`config.mk`:
```
export PLATFORM = sky130hd
export DESIGN_NAME = mem_arbiter
export DESIGN_NICKNAME = d
export VERILOG_FILES = /design/src/rtl/mem_arbiter_pkg.sv /design/src/rtl/mem_arb_pick.sv /design/src/rtl/mem_arbiter.sv
export SDC_FILE = /design/constraint.sdc
export NUM_CORES = 1
export LEC_CHECK = 0
export BUFFER_PORTS_ARGS = -buffer_cell sky130_fd_sc_hd__buf_2
export CORE_AREA = 5 5 193 195
export DETAILED_ROUTE_END_ITERATION = 8
export DIE_AREA = 0 0 198 200
export HOLD_SLACK_MARGIN = 0.1
export PLACE_DENSITY_LB_ADDON = 0.1
export SLEW_MARGIN = 20
export SYNTH_ARGS = -nofsm -noshare
export SYNTH_HDL_FRONTEND = slang
export SYNTH_SLANG_ARGS = --single-unit
```
`constraint.sdc`:
```
create_clock -name clk_i -period 2.35 [get_ports clk_i]
set_clock_uncertainty 0.1 [all_clocks]
set_input_delay 0.235 -clock clk_i [delete_from_list [all_inputs] [get_ports clk_i]]
set_output_delay 0.235 -clock clk_i [all_outputs]
set_load 0.01 [all_outputs]
```
`src/rtl/mem_arbiter_pkg.sv`:
```
// ============================================================================
// Module      : mem_arbiter_pkg
// Description : Shared FSM state encoding and requester owner codes for the
//               instruction-fetch / load-store memory arbiter.
// Revision    : 1.0 - initial release
// ============================================================================
`default_nettype none

package mem_arbiter_pkg;

    // Arbiter FSM states
    typedef enum logic [1:0] {
        ST_IDLE    = 2'd0,
        ST_IF_WAIT = 2'd1,
        ST_D_WAIT  = 2'd2
    } arb_state_e;

    // Owner codes returned by the selection logic
    localparam logic OWN_D  = 1'b0;
    localparam logic OWN_IF = 1'b1;

endpackage : mem_arbiter_pkg

`default_nettype wire

```
`src/rtl/mem_arb_pick.sv`:
```
// ============================================================================
// Module      : mem_arb_pick
// Description : Combinational owner selection between fetch and data ports.
//               Default build: data wins unless fetch has been starved for
//               STARVE_MAX consecutive data grants.
//               MEM_ARB_RR_EN defined: round-robin, last owner loses ties.
// Revision    : 1.0 - initial release
// ============================================================================
`default_nettype none

module mem_arb_pick
    import mem_arbiter_pkg::*;
#(
    parameter int STARVE_MAX = 4,
    parameter int CNT_W      = 3
) (
    input  logic             if_req_i,
    input  logic             d_req_i,
`ifdef MEM_ARB_RR_EN
    input  logic             last_own_i,
`else
    input  logic [CNT_W-1:0] starve_cnt_i,
`endif
    output logic             own_o
);

`ifdef MEM_ARB_RR_EN
    // Round-robin: on a tie the port that did not win last time is chosen
    always_comb begin
        own_o = OWN_D;
        if (if_req_i && d_req_i) begin
            own_o = (last_own_i == OWN_D) ? OWN_IF : OWN_D;
        end else if (if_req_i) begin
            own_o = OWN_IF;
        end
    end
`else
    localparam logic [CNT_W-1:0] C_STARVE_MAX = CNT_W'(STARVE_MAX);

    // Fixed data priority with a starvation escape for fetch
    always_comb begin
        own_o = OWN_D;
        if (if_req_i && (!d_req_i || (starve_cnt_i == C_STARVE_MAX))) begin
            own_o = OWN_IF;
        end
    end
`endif

endmodule : mem_arb_pick

`default_nettype wire

```
`src/rtl/mem_arbiter.sv`:
```
// ============================================================================
// Module      : mem_arbiter
// Description : Arbitrates a single-port memory between instruction fetch and
//               load/store. One outstanding command at a time; responses are
//               routed combinationally to the owning requester.
//               Optional macro MEM_ARB_RR_EN selects round-robin arbitration
//               (starvation counter removed).
// Revision    : 1.0 - initial release
// ============================================================================
`default_nettype none

module mem_arbiter
    import mem_arbiter_pkg::*;
#(
    parameter int ADDR_W     = 64,
    parameter int DATA_W     = 64,
    parameter int STARVE_MAX = 4
) (
    input  logic                clk_i,
    input  logic                rst_ni,
    // Instruction fetch port
    input  logic                if_req_i,
    input  logic [ADDR_W-1:0]   if_addr_i,
    output logic                if_rvalid_o,
    output logic [31:0]         if_rdata_o,
    // Load/store port
    input  logic                d_req_i,
    input  logic                d_we_i,
    input  logic [ADDR_W-1:0]   d_addr_i,
    input  logic [DATA_W-1:0]   d_wdata_i,
    input  logic [DATA_W/8-1:0] d_wstrb_i,
    output logic                d_rvalid_o,
    output logic [DATA_W-1:0]   d_rdata_o,
    // Shared memory command / response
    output logic                mem_req_o,
    output logic                mem_we_o,
    output logic [ADDR_W-1:0]   mem_addr_o,
    output logic [DATA_W-1:0]   mem_wdata_o,
    output logic [DATA_W/8-1:0] mem_wstrb_o,
    input  logic                mem_gnt_i,
    input  logic                mem_rvalid_i,
    input  logic [DATA_W-1:0]   mem_rdata_i,
    // Pipeline stall requests
    output logic                stall_if_o,
    output logic                stall_mem_o
);

    localparam int CNT_W = $clog2(STARVE_MAX + 1);

    arb_state_e state_q;
    logic       if_bit_q;      // if_addr_i[2] of the fetch in flight
    logic       own_d;         // owner picked for this IDLE cycle
    logic       grant_d;       // command accepted this cycle

    // Requests issue only from IDLE; outputs are forced low while in reset
    assign mem_req_o = rst_ni && (state_q == ST_IDLE) && (if_req_i || d_req_i);
    assign grant_d   = mem_req_o && mem_gnt_i;

`ifdef MEM_ARB_RR_EN
    logic last_own_q;

    mem_arb_pick #(
        .STARVE_MAX (STARVE_MAX),
        .CNT_W      (CNT_W)
    ) u_pick (
        .if_req_i   (if_req_i),
        .d_req_i    (d_req_i),
        .last_own_i (last_own_q),
        .own_o      (own_d)
    );

    // Remember the most recent winner; reset value lets data win the first tie
    always_ff @(posedge clk_i or negedge rst_ni) begin
        if (!rst_ni) begin
            last_own_q <= OWN_IF;
        end else if (grant_d) begin
            last_own_q <= own_d;
        end
    end
`else
    localparam logic [CNT_W-1:0] C_STARVE_MAX = CNT_W'(STARVE_MAX);

    logic [CNT_W-1:0] starve_cnt_q;

    mem_arb_pick #(
        .STARVE_MAX   (STARVE_MAX),
        .CNT_W        (CNT_W)
    ) u_pick (
        .if_req_i     (if_req_i),
        .d_req_i      (d_req_i),
        .starve_cnt_i (starve_cnt_q),
        .own_o        (own_d)
    );

    // Count data grants that overtake a waiting fetch, saturating at the limit
    always_ff @(posedge clk_i or negedge rst_ni) begin
        if (!rst_ni) begin
            starve_cnt_q <= '0;
        end else if (!if_req_i) begin
            starve_cnt_q <= '0;
        end else if (grant_d) begin
            if (own_d == OWN_IF) begin
                starve_cnt_q <= '0;
            end else if (starve_cnt_q != C_STARVE_MAX) begin
                starve_cnt_q <= starve_cnt_q + 1'b1;
            end
        end
    end
`endif

    // Command mux: fetch reads never write; fields are zero when idle
    always_comb begin
        mem_we_o    = 1'b0;
        mem_addr_o  = '0;
        mem_wdata_o = '0;
        mem_wstrb_o = '0;
        if (mem_req_o) begin
            if (own_d == OWN_IF) begin
                mem_addr_o  = if_addr_i;
            end else begin
                mem_we_o    = d_we_i;
                mem_addr_o  = d_addr_i;
                mem_wdata_o = d_wdata_i;
                mem_wstrb_o = d_wstrb_i;
            end
        end
    end

    // Responses only reach a requester that is still asking; late or
    // abandoned responses are dropped without a pulse
    assign if_rvalid_o = rst_ni && (state_q == ST_IF_WAIT) && mem_rvalid_i && if_req_i;
    assign d_rvalid_o  = rst_ni && (state_q == ST_D_WAIT)  && mem_rvalid_i && d_req_i;
    assign if_rdata_o  = !rst_ni ? 32'd0 : (if_bit_q ? mem_rdata_i[63:32] : mem_rdata_i[31:0]);
    assign d_rdata_o   = rst_ni ? mem_rdata_i : '0;

    assign stall_if_o  = rst_ni && if_req_i && !if_rvalid_o;
    assign stall_mem_o = rst_ni && d_req_i && !d_rvalid_o;

    // Transaction FSM: grant moves to the owner's wait state, response returns to IDLE
    always_ff @(posedge clk_i or negedge rst_ni) begin
        if (!rst_ni) begin
            state_q  <= ST_IDLE;
            if_bit_q <= 1'b0;
        end else begin
            case (state_q)
                ST_IDLE: begin
                    if (grant_d) begin
                        if (own_d == OWN_IF) begin
                            state_q  <= ST_IF_WAIT;
                            if_bit_q <= if_addr_i[2];
                        end else begin
                            state_q  <= ST_D_WAIT;
                        end
                    end
                end
                ST_IF_WAIT, ST_D_WAIT: begin
                    if (mem_rvalid_i) begin
                        state_q <= ST_IDLE;
                    end
                end
                default: state_q <= ST_IDLE;
            endcase
        end
    end

endmodule : mem_arbiter

`default_nettype wire

```
# Yosys cells after proc, flatten, opt, wreduce, memory -nomap -nowiden
# Cells that the tools add are included.
# totals
wordCells,56
register_bits,6
# op_classes
n_reduce_logical,24
n_eq_ne,8
mux,20
n_addsub,1
# op_table
operator,count
2-to-1 mux 64 bit,5
2-to-1 mux 32 bit,2
2-to-1 mux 8 bit,2
logical AND 1 bit,14
2-to-1 mux 3 bit,4
2-to-1 mux 2 bit,3
inequality test 2 bit (second input constant),2
one-hot mux 2 bit (2 select lines),1
AND reduction 2 bit,2
adder 3 x 1 -> 3 bit (second input constant),1
== test 3 bit (second input constant),1
zero test 1 bit,3
2-to-1 mux 1 bit,3
inequality test 3 x 1 -> 1 bit (second input constant),1
inequality test 3 bit (second input constant),1
AND reduction 3 bit,1
== test 2 x 1 -> 1 bit (second input constant),1
== test 2 bit (second input constant),1
zero test 2 bit,1
logical OR 1 bit,2
inequality test 2 x 1 -> 1 bit (second input constant),1
OR reduction 2 bit,1

# Logic depth before layout (Yosys ltp)
# Gate-level depths: netlist of the first run.
# depth
word_depth,7
ltp_mapped,8

# Modules after synthesis
# Synthesis of the first run repeated with hierarchy kept, for this count alone.
# unflattened
cells_unflattened,423
area_unflattened_um2,2971.6
# by_module_without_submodules
module,area_each_um2,seq_area_each_um2,instances,cells_per_inst
mem_arbiter,2947.8,150.1,1,420
mem_arb_pick,23.8,0.0,1,3

# Worst setup path before layout of the first run
# OpenSTA, ideal clock, no wires.
# synth_timing
path_kind,register to output
from,reg starve_cnt_q[0]
to,out mem_addr_o[0]
stages_incl_launch_ff,8
slack_ns,0.468
t_arrival_ns,1.547
cell_sequence,dfrtp_1 -> inv_1 -> ha_1 -> a21boi_2 -> nor2_1 -> buf_6 -> buf_6 -> mux2i_1
# synth_via
elab_chain_len,6
# synth_lines
element,line,text
start: declaration,mem_arbiter.sv:83,logic [CNT_W-1:0] starve_cnt_q;
start signal: assignment,mem_arbiter.sv:105,starve_cnt_q <= starve_cnt_q + 1'b1;
== test 3 bit,mem_arb_pick.sv:43,if (if_req_i && (!d_req_i || (starve_cnt_i == C_STARVE_MAX))) begin
logical OR 1 bit,mem_arb_pick.sv:43,
logical AND 1 bit,mem_arb_pick.sv:43,
2-to-1 mux 1 bit,mem_arb_pick.sv:43,
2-to-1 mux 64 bit,mem_arbiter.sv:118,if (own_d == OWN_IF) begin
2-to-1 mux 64 bit,mem_arbiter.sv:117,if (mem_req_o) begin
end: declaration,mem_arbiter.sv:37,"output logic [ADDR_W-1:0] mem_addr_o,"
# No other way between the ends.

# Final worst setup path of the first run
# layout_timing
from,reg starve_cnt_q[1]
to,out mem_addr_o[17]
# Same word-level chain as after synthesis.

==> results.md, run 1 <==
- Fraction of layout cells with a size suffix above 1: 0.5602
- Synth Instances: about 500
- RSZ-0062 raised after global routing: no
- Relative slew slack: 0.6228
- Top FF cell, synth: dfrtp_1
- Met1 WL: between 6000 and 7000 um
- Vias in the first global route: between 4000 and 5000
- Post-Synth XOR/XNOR Area: 0
- Crit path kind: reg2out
- CP max-delay cell: dfrtp_1
- WP data required: between 2 and 2.5 ns
- Max Fclk: around 450 MHz
- Total Neg Setup Slack: 0 ns
- GP Congestion: roughly 0.74
- Detailed Place HPWL: ~19000 um
- Drt drc: 0
- Via count: ~5000
- Die X: about 200 um
- First-iteration detailed-routing DRC count: 74
- Reg2Reg Capture Point: state_q[0]
- GRT Overall Usage: 0.09310
- Final wirelength: approximately 21000 um
- First-pass GRT wire length: 28750 um
- Post-Synth Adder-Cell Area: 0.01956
- Period utilization: 0.9540
- Syn_nets: approximately 760
- Post-Synth Simple-Gate Area: 0.5106
- Sw Share: 0.4696
- Hold WC Path Type: in2reg
- Cell Pwr Density: around 430 mW/mm2
- Critical Path, Cell by Cell: inv_1, ha_4, a21boi_2, nor2_4, buf_12, buf_16, mux2i_4, buf_2
- Int Power: between 0.0015 and 0.002 W
- Final setup viols: 0
- Final Hold Viols: 0
- Vias/cell: roughly 3.4
- Critical Path Start Type: register
- Period minus WS final: between 2 and 2.5 ns
- Fraction of registers with async set/reset: 1.000
- Leak: approximately 3.8 nW
- Cell variety after synth: 29
- Sequential share of power: 0.076
- Number of antenna violations at the first check in global routing: 3
- CTS tree: built
- Sequential area share after synthesis: 0.04695
- Clock transition at path regs: approximately 0.04 ns
- I/O pin total: around 510
- NumNets Final: approximately 1300
- Area grow syn2layout: 107.6%
- TritonRoute pass-1 iters: 4
- Initial core utilization: 0.09079
- Rows: 69
- Largest net degree at the start of global routing: roughly 100
- CTS Buf Count: 3
- Clk pwr share: 0.101
- Worst ir drop on vdd: around 0.24 mV
- H-tree levels: 1
- CP Capture Type: output pin
- Compound-Gate Fraction of Synth Area: 0.03638
- Outcome: complete, no violations
- Number of max-cap violations: 0
- Leading area contributor after synthesis: mux2i_1
- Main combinational cell family by area after synthesis: simple AND/OR/NAND/NOR gates
- R2R Path Start: state_q[1]
- CP endpoint: mem_addr_o[17]
- Synth Cell Area: 0.003198 mm2
- Synth area leaders: mux2i_1 (30%), and2_1 (27%), nand2_1 (16%)
- Cell with the most instances after synthesis: and2_1
- R2R setup slack: between 0.5 and 0.6 ns
- CP max FO: 16
- Routed Antenna Nets: 0
- Post-synthesis mux area share: 0.3040
- Highest Signal Layer: met5
- Combinational share of power: 0.823
- Final Cell Area: around 0.0066 mm2
- CTS sink cnt: 6
- Synth top area share: 0.3005
- P_sw: between 0.001 and 0.0015 W
- Met3 wire len: ~2400 um
- EDFF count, synth: 0
- Largest stage delay, worst path: around 0.37 ns
- Fillers: 4102
- Maximum buffer depth of the clock tree: 2
- Yosys warns: 0
- Measured slew at the worst slew-check pin: between 0.5 and 0.6 ns
- Worst Path Arrival: 1.91 ns
- Total power: 0.002847 W
- Cell Area, Placed: ~0.0064 mm2
- Post-synthesis register bit count: 6
- Total core area: around 0.035 mm2
- CP Launch Point: starve_cnt_q[1]
- Gr ovfl total: 0
- Syn Area/Cell: ~6.6 um2
- Slew Viols, Final: 0
- IO Port Bufs: approximately 510
- Die area: approximately 0.040 mm2
- Clock latency on the worst-skew pair: approximately 0.23 ns
- Clock Tree Root: clkbuf_16
- Worst-case reg-to-reg path depth: 7
- Wire per inst: 14.73 um
- Met2 WL post-DR: between 10000 and 15000 um
- Die Y: 200 um
- Synth cell count leaders: and2_1 (137), nand2_1 (134), mux2i_1 (96), nor2b_1 (32), clkbuf_1 (21)
-- final cells by class --
class	count	area [um2]	area share
Antenna cell	2	5.005	0.0007537
Clock buffer	4	78.83	0.01187
Inverter	5	18.77	0.002826
Multi-Input combinational cell	433	2836	0.4272
Sequential cell	6	151.4	0.02280
Tap cell	461	576.8	0.08687
Timing Repair Buffer	541	2973	0.4477
-- through the flow --
stage | util | worst slack (ns) | hold WS [ns] | instances
finish | 0.1885 | 0.1081 | 0.2127 | 1452
global route | 0.1884 | 0.0006537 | 0.2369 | 1451
CTS | 0.1844 | 0.01839 | 0.2326 | 1439
detailed placement | 0.1810 | 0.1825 | 0.02309 | 1433
global placement | 0.1810 | 0.1600 | 0.03034 | 1433
floorplan | - | 0.4684 | -0.1606 | 488
-- cells by family after synthesis --
kind of cell / count (synthesis)
buf+inv: 49
compound gates: 14
simple gates: 317
fa+ha+maj: 5
mux: 97
flops: 6
-- per-layer routing --
metal | track usage | vias to the layer above
met5 | 0 | -
met4 | 0.01148 | 4
met3 | 0.03541 | 10
met2 | 0.1945 | 274
met1 | 0.08702 | 2155
li1 | - | 2558
-- flip-flops by register name, summed over array words and instances, names as in the netlist --
register,cells
starve_cnt_q,3
state_q,2
if_bit_q,1
-- cells in the final DEF, fill, tap and decap left out, types with 4 or more instances in the layout --
master and n:
buf_2 508, and2_1 137, nand2_1 134, mux2i_1 95, nor2b_1 32, buf_4 19
buf_12 8, nand3_1 6, dfrtp_1 5, a21oi_1 4, clkbuf_16 4
-- worst min path at each step --
stage,from,endpoint,slack (ns),cells after the start
after floorplan,rst_ni,if_bit_q,-0.16,0
after global placement,rst_ni,state_q[0],0.03,1
after detailed placement,rst_ni,state_q[0],0.02,1
after CTS,if_addr_i[2],if_bit_q,0.23,2
after global routing,if_addr_i[2],if_bit_q,0.24,2
final,if_addr_i[2],if_bit_q,0.21,2
-- worst max-delay path, delay by kind of cell, from the launching register on --
kind / cells / cell delay (ns)
muxes: 1 / 0.25
buffers and inverters: 4 / 0.63
and+or+nand+nor: 1 / 0.12
adders and majority gates: 1 / 0.18
DFF: 1 / 0.37
AOI/OAI and AO/OA: 1 / 0.10
-- power groups by stage --
stage / registers (W) / logic (W) / clock network (W)
finish: 0.000216 / 0.00234 / 0.000288
global route: 0.000233 / 0.00258 / 0.000303
CTS: 0.000223 / 0.00232 / 0.000297
detailed placement: 0.000226 / 0.00230 / 0
global placement: 0.000227 / 0.00234 / 0
floorplan: 0.000133 / 0.00131 / 0
-- repair_timing --
item,4_1_cts,5_1_grt
resized for setup,4,7
hold buffers,2,0
endpoints found under the hold margin,2,0
cloned,0,1
pin swaps,0,0
setup endpoints to repair,23,55
buffers inserted,0,10
No activity file was read; power rests on OpenSTA's default activity.
==> run 2: changes to the inputs <==
Settings changed: REMOVE_ABC_BUFFERS set to 1.
==> run 2 against run 1 <==
Net effect: worst setup slack better by 0.036 ns; cell count is 0.76% lower; clock power hardly changed; maximum frequency rose by 1.6%; via count is 1.2% higher; first-iteration DRC count up 45%; highest routed layer unchanged; die area unchanged.
==> results.md, run 2 (synthesized netlist as in run 1, its figures left out) <==
- Outcome: complete, no violations
- Worst ir drop on vdd: 0.1998 mV (-15%)
- TritonRoute pass-1 iters: 4 (unchanged)
- Maximum buffer depth of the clock tree: 2 (unchanged)
- R2R setup slack: 0.56 ns (about the same)
- Number of antenna violations at the first check in global routing: 7 (+4)
- Initial core utilization: 0.09079 (unchanged)
- I/O pin total: 509 (unchanged)
- Slew Viols, Final: 0 (unchanged)
- Die Y: 200 um (unchanged)
- Area grow syn2layout: 103.8%
- Min Hold Slack: 0.1970 ns (-0.01574 ns)
- Detailed Place HPWL: 20040 um (+8.3%)
- Leak: 3.694 nW (-1.9%)
- Worst Path Arrival: 1.87 ns (-0.04 ns)
- R2R Path Start: state_q[0]
- Relative slew slack: 0.6572 (+0.03433)
- Total core area: 0.03522 mm2 (unchanged)
- NumNets Final: 1254 (-0.95%)
- CTS tree: built
- Die area: 0.03960 mm2 (unchanged)
- CTS Buf Count: 3 (unchanged)
- Hold WC Path Type: in2reg
- CP endpoint: mem_addr_o[48]
- GP Congestion: 0.7755 (+5.0%)
- Max Fclk: 453.2 MHz (+1.6%)
- Fraction of layout cells with a size suffix above 1: 0.5527 (-0.007449)
- GRT Overall Usage: 0.1026 (+0.009525)
- Final setup viols: 0 (unchanged)
- IO Port Bufs: 508 (unchanged)
- Rows: 69 (unchanged)
- Period utilization: 0.9389 (-0.01513)
- Clock Tree Root: clkbuf_16
- First-iteration detailed-routing DRC count: 107 (+45%)
- Largest net degree at the start of global routing: 102 (+0.99%)
- Total power: 0.002759 W (-3.1%)
- Measured slew at the worst slew-check pin: 0.5143 ns (-0.05150 ns)
- Drt drc: 0 (unchanged)
- CP max FO: 19 (+3)
- Regs by FF count: starve_cnt_q: 3 flops, state_q: 2 flops, if_bit_q: 1 flops
- RSZ-0062 raised after global routing: no
- Final Hold Viols: 0 (unchanged)
- CP Launch Point: starve_cnt_q[0]
- Via count: 5060 (+1.2%)
- Max FFs per register: 3 (unchanged)
- Worst-case reg-to-reg path depth: 6 (-1)
- Final wirelength: 23410 um (+9.4%)
- Wire per inst: 16.24 um (+10%)
- Crit path kind: reg2out
- Vias/cell: 3.511 (+2.0%)
- Cell Pwr Density: 423.4 mW/mm2 (-1.2%)
- First-pass GRT wire length: 31620 um (+10%)
- Period minus WS final: 2.206 ns (-0.03556 ns)
- CTS sink cnt: 6 (unchanged)
- Critical Path Start Type: register
- Reg2Reg Capture Point: state_q[0]
- Most flops, register: starve_cnt_q
- Routed Antenna Nets: 0 (unchanged)
- H-tree levels: 1 (unchanged)
- Commonest non-fill, non-tap cell in the layout: buf_2
- Clock latency on the worst-skew pair: 0.23 ns (about the same)
- Cells on Worst Hold Path: 2 (unchanged)
- Number of max-cap violations: 0 (unchanged)
- Gr ovfl total: 0 (unchanged)
- Clock transition at path regs: 0.04 ns (about the same)
- Most frequent cells in the layout: buf_2 (508), and2_1 (137), nand2_1 (134)
- Die X: 198 um (unchanged)
- Vias in the first global route: 5038 (+1.8%)
- WP data required: 2.02 ns (about the same)
- CP Capture Type: output pin
- Fillers: 4132 (+0.73%)
[run 2: area by class of cell]
| class | count | area [um2] | area share |
|---|---|---|---|
| clock buffers | 4 | 78.83 | 0.01209 |
| multi-input cells | 433 | 2818 | 0.4323 |
| repair buffers | 529 | 2867 | 0.4398 |
| diodes | 3 | 7.507 | 0.001152 |
| well taps | 461 | 576.8 | 0.08850 |
| flip-flops and latches | 6 | 151.4 | 0.02323 |
| inverters | 5 | 18.77 | 0.002880 |
[run 2: worst min path at each step]
stage,startpoint,to,slack [ns]
floorplan,rst_ni,if_bit_q,-0.16
global placement,rst_ni,state_q[0],0.02
detailed placement,rst_ni,state_q[0],0.009
CTS,if_addr_i[2],if_bit_q,0.22
global route,if_addr_i[2],if_bit_q,0.23
finish,if_addr_i[2],if_bit_q,0.20
[run 2: layer usage]
layer  share of wire  up-vias  global-route usage
met5          0.0012        -                   0
met4          0.0021        4            0.003060
met3            0.10       10             0.03508
met2            0.56      271              0.2152
met1            0.34     2237              0.1014
li1                -     2538                   -
[run 2: power by group]
part | switching [W] | leakage, nW | internal (W)
Sequential | 0.0000813 | 0.0793 | 0.000125
Clock | 0.0000620 | 0.0382 | 0.000226
Combinational | 0.00119 | 3.58 | 0.00108
[run 2: worst max-delay path, stage by stage (launching register included)]
cell and delay, ns:
dfrtp_1 0.38, inv_1 0.12, ha_4 0.18, a21boi_2 0.09, nor2_4 0.14, buf_12 0.14
buf_16 0.18, mux2i_2 0.24, buf_2 0.16
[run 2: what timing repair did]
action	4_1_cts	5_1_grt
hold buffers	2	0
endpoints found under the setup margin	0	128
hold endpoints to repair	2	0
resized for setup	0	9
buffers inserted	0	6
[run 2: metrics by stage]
| step | setup WS, ns | utilization | instances | setup TNS, ns | instance area (um2) |
|---|---|---|---|---|---|
| 2_1_floorplan | -3.228 | - | 444 | -212.17 | 2953 |
| 3_3_place_gp | 0.2374 | 0.1775 | 1423 | 0 | 6251 |
| 3_5_place_dp | 0.2743 | 0.1775 | 1423 | 0 | 6251 |
| 4_1_cts | 0.01547 | 0.1803 | 1429 | 0 | 6350 |
| 5_1_grt | 0.01680 | 0.1848 | 1438 | 0 | 6510 |
| 6_report | 0.1436 | 0.1850 | 1441 | 0 | 6518 |
==> run 3: changes to the inputs <==
Settings changed: CORE_AREA 5 5 193 195 to 2 2 196 198, CTS_CLUSTER_SIZE set to 12, GPL_TIMING_DRIVEN set to 0.
==> run 3 against run 2 <==
Net effect: maximum frequency shrank 2.2%; worst setup slack got worse by 0.050 ns; sequential power decreased by 6%; power is 4.2% higher; first-iteration DRC count fell by 17%; core utilization is 0.52 points lower; critical path depth is the same.
==> results.md, run 3 (synthesized netlist as in run 1, its figures left out) <==
- Detailed Place HPWL: 18020 um (-10%)
- Regs by FF count: starve_cnt_q: 3 flops, state_q: 2 flops, if_bit_q: 1 flops
- Rows: 71 (+2.9%)
- IO Port Bufs: 508 (unchanged)
- Most flops, register: starve_cnt_q
- Cell Area, Placed: 0.006344 mm2 (+1.5%)
- Final Hold Viols: 0 (unchanged)
- GP Congestion: 0.7235 (-6.7%)
- Slew Viols, Final: 0 (unchanged)
- First-pass GRT wire length: 28790 um (-8.9%)
- Via count: 5078 (+0.36%)
- Worst ir drop on vdd: 0.1665 mV (-17%)
- Die X: 198 um (unchanged)
- Crit path kind: reg2out
- Clock transition at path regs: 0.04 ns (about the same)
- NumNets Final: 1259 (+0.40%)
- Total core area: 0.03740 mm2 (+6.2%)
- Critical Path Start Type: register
- RSZ-0062 raised after global routing: yes
- Area grow syn2layout: 110.3%
- Vias/cell: 3.401 (-3.1%)
- Max Fclk: 443.2 MHz (-2.2%)
- Min Hold Slack: 0.07772 ns (-0.1193 ns)
- CP max FO: 27 (+8)
- Largest net degree at the start of global routing: 60 (-41%)
- CTS sink cnt: 6 (unchanged)
- First-iteration detailed-routing DRC count: 89 (-17%)
- Number of max-cap violations: 0 (unchanged)
- Maximum buffer depth of the clock tree: 2 (unchanged)
- Fraction of layout cells with a size suffix above 1: 0.5621 (+0.009406)
- CTS tree: built
- CP Capture Type: output pin
- Final setup viols: 0 (unchanged)
- Hold WC Path Type: in2async
- WP data required: 2.02 ns (about the same)
- Cell Pwr Density: 427.6 mW/mm2 (+1.0%)
- Outcome: complete, no violations
- Die area: 0.03960 mm2 (unchanged)
- Final Cell Area: 0.006726 mm2 (+3.2%)
- Routed Antenna Nets: 0 (unchanged)
- Initial core utilization: 0.08551 (-0.005282)
- Measured slew at the worst slew-check pin: 0.4496 ns (-0.06466 ns)
- Wire per inst: 14.72 um (-9.4%)
- Period minus WS final: 2.256 ns (+0.05000 ns)
- TritonRoute pass-1 iters: 4 (unchanged)
- H-tree levels: 1 (unchanged)
- GRT Overall Usage: 0.09682 (-0.005808)
- Relative slew slack: 0.6993 (+0.04215)
- Fillers: 4378 (+6.0%)
- Period utilization: 0.9602 (+0.02128)
- Vias in the first global route: 4818 (-4.4%)
- Final wirelength: 21980 um (-6.1%)
- Worst Path Arrival: 1.92 ns (+0.05 ns)
- I/O pin total: 509 (unchanged)
- Number of diodes: 0 (-3)
- Clock Tree Root: clkbuf_16
- Drt drc: 0 (unchanged)
- CTS Buf Count: 3 (unchanged)
- Gr ovfl total: 0 (unchanged)
- Die Y: 200 um (unchanged)
- Clock latency on the worst-skew pair: 0.23 ns (about the same)
- Leak: 3.747 nW (+1.4%)
- Max FFs per register: 3 (unchanged)
- Most frequent cells in the layout: buf_2 (507), and2_1 (137), nand2_1 (134)
- Commonest non-fill, non-tap cell in the layout: buf_2
- Number of antenna violations at the first check in global routing: 3 (-4)
run 3: changes by cell type in the layout (fill, tap and decap cells not counted), sizes merged:
cell	delta
buf	+4
clkbuf	+1
a31oi	+1
o211a	+1
diode	-3
dlygate4sd3	-2
run 3: final timing paths:
| path | start | to | slack [ns] | cells past startpoint |
|---|---|---|---|---|
| max in group asynchronous | rst_ni | starve_cnt_q[2] | 1.87 | 2 |
| min reg2reg | starve_cnt_q[0] | starve_cnt_q[0] | 0.46 | 2 |
| min in group clk_i | if_addr_i[2] | if_bit_q | 0.16 | 2 |
| min | rst_ni | if_bit_q | 0.08 | 2 |
| max reg2reg | state_q[0] | starve_cnt_q[1] | 0.63 | 6 |
| max | state_q[0] | mem_addr_o[53] | 0.09 | 8 |
run 3: layout make-up:
class                      instances  area (um2)  share of cell area
sequential                         6       152.6             0.02269
inverter                           5       18.77            0.002790
multi-input combinational        435        2875              0.4275
tap                              511       639.4             0.09505
clock buffer                       4       78.83             0.01172
timing repair buffer             532        2962              0.4403
run 3: critical path, cell delays in order, from the launching register on:
cell and delay [ns]:
dfrtp_1 0.39, inv_2 0.10, ha_4 0.20, o211a_4 0.32, buf_12 0.15, clkbuf_16 0.18, nand2_1 0.06, mux2i_1 0.12
buf_2 0.15
run 3: metal layers:
layer / vias up / routed length [um] / global-route usage
met1: 2248 / 7478 / 0.09081
met5: - / 13 / 0
met4: 2 / 133 / 0.01337
met3: 10 / 1953 / 0.02991
met2: 269 / 12410 / 0.2058
li1: 2549 / - / -
run 3: power breakdown:
part / total [W] / switching, W / internal (W)
clock: 0.000288 / 0.0000621 / 0.000226
sequential: 0.000194 / 0.0000680 / 0.000126
combinational: 0.00239 / 0.00124 / 0.00116
run 3: through the flow:
step,std cells,worst slack [ns],total power (W),setup TNS [ns],utilization
after floorplan,444,-3.228,0.001396,-212.17,-
after global placement,1463,-6.102,0.002431,-468.07,0.1640
after detailed placement,1472,-0.3341,0.002417,-14.39,0.1696
after CTS,1489,0.02988,0.002838,0,0.1769
after global routing,1493,-0.01122,0.003144,-0.02902,0.1799
final,1493,0.09362,0.002876,0,0.1799
run 3: timing repair:
action / in CTS / in global routing
setup endpoints to repair: 137 / 4
gates resized for setup: 10 / 4
gates cloned: 2 / 3
pin swaps: 3 / 2
buffers inserted: 11 / 1
hold buffers: 0 / 0
